[src/rtl/axi_llc_pkg.sv]
// Shared LLC types: unit encodings, the data-way request payload and a saturating counter helper.
package axi_llc_pkg;

   localparam int unsigned LlcNumUnits = 4;

   typedef enum logic [1:0] {
      WChanUnit = 2'd0,
      RChanUnit = 2'd1,
      EvictUnit = 2'd2,
      RefilUnit = 2'd3
   } cache_unit_e;

   typedef struct packed {
      cache_unit_e cache_unit;
      logic [2:0]  way_ind;
      logic [9:0]  line_addr;
      logic [1:0]  blk_offset;
      logic        we;
      logic [63:0] data;
      logic [7:0]  strb;
   } way_inp_t;

   function automatic logic [15:0] sat_inc16(input logic [15:0] v);
      sat_inc16 = (v == 16'hFFFF) ? v : v + 16'd1;
   endfunction

endpackage

[src/rtl/axi_llc_way_arb_rr.sv]
// Round-robin pick: first requesting unit at or above prio, wrapping to 0.
module axi_llc_way_arb_rr #(
   parameter int unsigned NumUnits = 4,
   parameter int unsigned IdxW     = $clog2(NumUnits)
) (
   input  logic [NumUnits-1:0] req,
   input  logic [IdxW-1:0]     prio,
   output logic [NumUnits-1:0] gnt,
   output logic [IdxW-1:0]     idx,
   output logic                any
);

   logic [IdxW-1:0] cand;

   // Walk the units from prio upward and take the first one that is valid.
   always_comb begin
      gnt  = '0;
      idx  = '0;
      any  = 1'b0;
      cand = '0;
      for (int i = 0; i < int'(NumUnits); i++) begin
         cand = IdxW'((int'(prio) + i) % int'(NumUnits));
         if (!any && req[cand]) begin
            any       = 1'b1;
            gnt[cand] = 1'b1;
            idx       = cand;
         end else begin
            any = any;
         end
      end
   end

endmodule

[src/rtl/axi_llc_way_arb.sv]
// Data-way arbiter: round-robin over the LLC units into one registered output beat.
// Define AXI_LLC_WAY_ARB_STATS_EN to add saturating per-unit grant counters (grant_cnt_o).
module axi_llc_way_arb
   import axi_llc_pkg::*;
#(
   parameter int unsigned NumUnits  = LlcNumUnits,
   parameter type         way_inp_t = logic,
   localparam int unsigned IdxW     = $clog2(NumUnits)
) (
   input  logic                clk_i,
   input  logic                rst_i,
   input  way_inp_t            req_i [NumUnits],
   input  logic [NumUnits-1:0] req_valid_i,
   output logic [NumUnits-1:0] req_ready_o,
   output way_inp_t            way_inp_o,
   output logic                way_inp_valid_o,
   input  logic                way_inp_ready_i,
   output logic [IdxW-1:0]     grant_idx_o
`ifdef AXI_LLC_WAY_ARB_STATS_EN
   ,
   output logic [NumUnits-1:0][15:0] grant_cnt_o
`endif
);

   logic                out_valid_q;
   way_inp_t            out_q;
   logic [IdxW-1:0]     grant_idx_q;
   logic [IdxW-1:0]     prio_q;
   logic [IdxW-1:0]     prio_next;
   logic [NumUnits-1:0] rr_gnt;
   logic [IdxW-1:0]     rr_idx;
   logic                rr_any;
   logic                load_en;
   logic                grant;

   axi_llc_way_arb_rr #(
      .NumUnits (NumUnits),
      .IdxW     (IdxW)
   ) i_rr (
      .req  (req_valid_i),
      .prio (prio_q),
      .gnt  (rr_gnt),
      .idx  (rr_idx),
      .any  (rr_any)
   );

   // The stage can take a new beat when empty or when the current one drains this cycle.
   assign load_en     = !out_valid_q || way_inp_ready_i;
   assign grant       = load_en && rr_any && !rst_i;
   assign req_ready_o = grant ? rr_gnt : '0;
   assign prio_next   = (rr_idx == IdxW'(NumUnits - 1)) ? '0 : rr_idx + IdxW'(1);

   // Output register and round-robin pointer.
   always_ff @(posedge clk_i) begin
      if (rst_i) begin
         out_valid_q <= 1'b0;
         out_q       <= '0;
         grant_idx_q <= '0;
         prio_q      <= '0;
      end else if (grant) begin
         out_valid_q <= 1'b1;
         out_q       <= req_i[rr_idx];
         grant_idx_q <= rr_idx;
         prio_q      <= prio_next;
      end else if (way_inp_ready_i) begin
         out_valid_q <= 1'b0;
      end
   end

   assign way_inp_o       = out_q;
   assign way_inp_valid_o = out_valid_q;
   assign grant_idx_o     = grant_idx_q;

`ifdef AXI_LLC_WAY_ARB_STATS_EN
   logic [NumUnits-1:0][15:0] cnt_q;

   // Per-unit grant counters, saturating so long runs never wrap.
   always_ff @(posedge clk_i) begin
      if (rst_i) begin
         cnt_q <= '0;
      end else begin
         for (int u = 0; u < int'(NumUnits); u++) begin
            if (grant && rr_gnt[u]) begin
               cnt_q[u] <= sat_inc16(cnt_q[u]);
            end
         end
      end
   end

   assign grant_cnt_o = cnt_q;
`endif

endmodule
[config.mk]
export PLATFORM = sky130hd
export DESIGN_NAME = axi_llc_way_arb
export DESIGN_NICKNAME = d
export VERILOG_FILES = /design/src/rtl/axi_llc_pkg.sv /design/src/rtl/axi_llc_way_arb_rr.sv /design/src/rtl/axi_llc_way_arb.sv
export SDC_FILE = /design/constraint.sdc
export NUM_CORES = 1
export LEC_CHECK = 0
export BUFFER_PORTS_ARGS = -buffer_cell sky130_fd_sc_hd__buf_2
export CORE_ASPECT_RATIO = 1.5
export CORE_MARGIN = 1.5
export CORE_UTILIZATION = 34
export DETAILED_ROUTE_END_ITERATION = 6
export SLEW_MARGIN = 20
export SYNTH_ARGS = -nofsm -noshare
export SYNTH_HDL_FRONTEND = slang
export SYNTH_SLANG_ARGS = --single-unit
export TNS_END_PERCENT = 5
[constraint.sdc]
create_clock -name clk_i -period 2.8 [get_ports clk_i]
set_input_delay 0.56 -clock clk_i [delete_from_list [all_inputs] [get_ports clk_i]]
set_output_delay 0.56 -clock clk_i [all_outputs]
set_load 0.05 [all_outputs]
Word-level counts from Yosys, hierarchy flattened
Cells that the tools add are included.

Add/sub/neg operators: 4. $lt $le $gt $ge: 9. Equal/unequal tests: 1. Mux-type cells: 35. Bitwise gates (word level): 4. Reductions and logical operators: 16.

Operator list (count): $mux W4 (5); $mux W1 (16); $lt A2 B3 Y1 const B (4); $or A4 B4 Y4 (3); $bmux W1 S2 (5); $mux W2 (5); $logic_and A1 B1 Y1 (9); $demux W1 S2 (4); $ge A2 B1 Y1 const B (4); $logic_not A1 Y1 (5); $add A2 B1 Y2 const B (2); $add A2 B2 Y2 const B (2); $ge A3 B3 Y1 const B (1); $not A2 Y3 (1); $eq A2 B2 Y1 const B (1); $reduce_bool A2 Y1 (1); $logic_or A1 B1 Y1 (1).

Flip-flop bits (word level): 6. Output and inout port bits: 8. Word-level logic and storage cells: 73.

Longest topological paths before layout
Depth in word-level cells: 16. Gate-level depth with buffers: 11. Mapped depth without buffers: 8.

By module
Synthesis repeated with hierarchy kept, for this count alone.

Cell total of the unflattened synthesis: 78. Area, all modules: 710.7 µm².

Modules (own cells, without submodules): axi_llc_way_arb_rr (instances 1, cells an instance 45, area each 419.2 µm², seq. area each 0.0 µm²); axi_llc_way_arb (instances 1, cells an instance 33, area each 291.5 µm², seq. area each 120.1 µm²).

Worst setup path before layout
Ideal clock, no wire load.

Path type: register to output. From: register prio_q[0]. To: output req_ready_o[0]. Arrival: 2.862 ns. Data required time: 2.240 ns. Slack: -0.622 ns. Cell stages (with the launch flop): 12. Cell sequence: dfxtp_1 > buf_6 > inv_1 > ha_1 > buf_2 > mux4_2 > nor2b_1 > clkbuf_1 > a22oi_1 > nor2_1 > a221oi_1 > nor2_1.

Word-level cells in the longest chain between the ends: 15.

Ends and longest elaborated chain: start, declared (RTL line axi_llc_way_arb.sv:28) `logic [IdxW-1:0] prio_q;`; start signal, assigned (RTL line axi_llc_way_arb.sv:64) `prio_q <= prio_next;`; parallel branches: the longest is 14 deep, another holds $lt A2 B3 Y1; $mux W4 (*) (RTL line axi_llc_way_arb.sv:50) `assign req_ready_o = grant ? rr_gnt : '0;`; end, declared (RTL line axi_llc_way_arb.sv:14) `output logic [NumUnits-1:0] req_ready_o,`.

Every way passes the cells marked *. The select of a mux whose other input is x is not followed.

Worst setup path in the final report
From: register prio_q[1]. To: output req_ready_o[0].

The elaborated chain is that of the path after synthesis.

==> results.txt <==
status: finished clean
FP Rows: 22
layout cell share with drive strength beyond 1: 0.530
unrepaired setup endpoints after global routing: yes
global-route wire length before repair: 4370 um
clock slew seen by the registers of the worst setup and hold paths: 0.05 ns
synthesis-to-finish area growth: 59.6%
drc violations: 0
Sw Share: 0.487
vias in the first global route: 921
min Tclk post-route: 2.77 ns
placed insts: 161
Int Pwr: 0.607 mW
Synth cell types: 40
Clock Power Share: 0.068
Max Cap Violations: 0
Hold Slack: 0.480 ns
maximum clock frequency: 361 MHz
TritonCTS Buffers: 3
number of port buffers: 18
GP Congestion: 0.858
Post-synth EDFFs: 0
CP top delay family: buffers and inverters
Routed Antenna Nets: 0
Initial Util: 0.366
clock buffer depth: 2
Post-Syn Area per Cell: 7.96 um^2
relative slew slack: 0.612
net switching power: 0.576 mW
r2r setup slk: 0.30 ns
Reg2Reg Launch Point: prio_q[1]$_SDFFE_PP0P_
Tot GR Track Use: 0.193
CTS H-tree lvls: 1
most frequent cells in the layout: 22 x buf_4, 14 x buf_2, 8 x nor2_1, 7 x ha_1, 6 x nand3_1
Crit. End Element: output port
DRC violation total after the first TritonRoute iteration: 21
critical path class: register to output port
synthesized area: 907 um^2
Placement Setup Slack: -0.0386 ns
Gate power share: 0.823
boundary pin count: 19
Cell Chain, Critical Path: inv_4 -> ha_4 -> buf_6 -> mux2i_4 -> mux2i_1 -> nor4b_4 -> buf_12 -> a221oi_4 -> nor2_4 -> buf_8
DR pass1 iterations: 6
hold path cells: 2
Root Buffer: clkbuf_4
via count: 1,013
Slew @ Worst Pin: 0.578 ns
largest net degree at the start of global routing: 14
worst reg-to-reg path cell count: 12
WHS Endpoint: grant_idx_o[0]$_SDFFE_PP0P_
Cell Area, Placed: 1140 um^2
total chip power: 1.18 mW
commonest non-fill, non-tap cell in the layout: buf_4
worst skew pair latency: 0.25 ns
final instance area: 1450 um^2
Critical Path Fanout Max: 5
vias per cell: 5.79
arrival time of the worst setup path: 2.21 ns
hold path start: grant_idx_o[0]$_SDFFE_PP0P_
Antenna diodes: 0
Final Non-Filler Cells: 175
grt total ovfl: 0
RR Endpoint: prio_q[1]$_SDFFE_PP0P_
PnR worst setup slack: 0.0329 ns
CP peak stage delay: 0.37 ns
worst path bufs/invs: 4
hpwl dp: 1920 um
Mapped Nets: 133
post-synthesis register bit count: 6
clk_skew: 0.00632 ns
DIE WIDTH: 45.2 um
async set-or-reset flop fraction in the synthesized netlist: 0
total of warnings raised by yosys: 0
critical path launch point: prio_q[1]$_SDFFE_PP0P_
Seq/Total Area, Yosys: 0.132
Core Area: 2480 um^2
Leak: 0.580 nW
Top FF cell, synth: dfxtp_1
routed wire length: 2870 um
worst vdd ir: 0.382 mV
Pwr Density: 817 nW/um^2
Period Utilization, post-route: 0.988
DIE AREA: 2990 um^2
worst hold path class: register to register
CTS sink count: 6
Post-layout nets: 172
slowest CP cell: dfxtp_4
Critical Path RT: 2.24 ns
final setup violation count: 0
startpoint types: register
Fin. Hold Viols: 0
initial antenna violation count: 0
instance count of the mapped netlist: 114
WL/cell: 16.4 um
Slew Limit Fails: 0
CTS tree: done
sequential power share: 0.110
Vert. Die Dim: 66.3 um
-- worst max-delay path by stage --
| stage | endpoint | slack [ns] | depth (start not counted) |
|---|---|---|---|
| 2_1_floorplan | req_ready_o[0] | -0.09 | 8 |
| 3_3_place_gp | req_ready_o[3] | -0.001 | 8 |
| 3_5_place_dp | req_ready_o[1] | -0.04 | 8 |
| 4_1_cts | req_ready_o[1] | 0.002 | 9 |
| 5_1_grt | req_ready_o[3] | -0.02 | 10 |
| 6_report | req_ready_o[0] | 0.03 | 10 |
-- synthesized netlist by cell type (2+ instances only) --
master    instances  area, um^2
a21oi_1           3        15.0
a221oi_1          4        35.0
a22oi_1           4        30.0
a31oi_1           2        12.5
buf_2             5        25.0
clkbuf_1          3        11.3
dfxtp_1           6         120
ha_1              8         100
inv_1             5        18.8
mux2i_1           3        30.0
mux4_2            2        45.0
nand2_1           5        18.8
nand2b_1          3        18.8
nand3_1           6        30.0
nand3b_1          5        37.5
nand4_1           2        12.5
nor2_1           16        60.1
nor2b_1           3        18.8
nor3_1            4        20.0
o21ai_0           2        10.0
o31ai_1           2        15.0
or3_1             3        18.8
-- what timing repair did --
action                                 CTS  global route
pin swaps                                3            11
hold buffers                             0             0
endpoints found under the hold margin    0             0
buffers inserted                         4             8
setup endpoints to repair                4             4
gates resized for setup                 20            20
-- routing by layer --
layer,vias up,part of all wire,GRT usage
li1,503,-,-
met1,473,0.43,0.241
met2,33,0.53,0.345
met3,4,0.027,0.0164
met4,0,0.012,0.0441
met5,-,0,0
-- stage by stage --
| stage | utilization | TNS (ns) |
|---|---|---|
| floorplan | - | -0.369 |
| global placement | 0.462 | -0.00167 |
| detailed placement | 0.462 | -0.104 |
| CTS | 0.527 | 0 |
| global route | 0.584 | -0.0518 |
| finish | 0.584 | 0 |
-- layout make-up --
cell class	instances	area [um^2]
Sequential cell	6	125
Multi-Input combinational cell	92	883
Tap cell	24	30.0
Timing Repair Buffer	45	365
Fill cell	216	1030
Clock buffer	3	22.5
Inverter	5	21.3
-- power by group through the flow --
stage	combinational, mW	clock [mW]	sequential, mW
after global placement	0.699	0	0.123
after floorplan	0.478	0	0.190
after CTS	0.841	0.0831	0.125
after global routing	1.03	0.0881	0.132
after detailed placement	0.707	0	0.124
final	0.973	0.0801	0.130
-- worst register-to-register path, stage by stage, from the launching register on --
cell,delay [ns]
dfxtp_4,0.37
inv_4,0.04
ha_4,0.27
buf_6,0.12
mux2i_4,0.23
mux2i_1,0.12
nor4b_4,0.15
buf_12,0.15
buf_4,0.13
o41ai_2,0.35
buf_4,0.19
xnor2_1,0.08
a211oi_2,0.21
-- sequential cells by signal, summed over array words and instances (netlist names) --
| register | cells |
|---|---|
| grant_idx_o | 2 |
| way_inp_valid_o | 1 |
| way_inp_o | 1 |
| prio_q | 2 |
-- logic make-up after synthesis --
family	share of synthesized area
simple gates	0.301
mux	0.0952
compound gates	0.266
xor+xnor	0.00966
fa+ha+maj	0.110
flops	0.132
buf+inv	0.0855
Power figures use the tool's default switching activity.
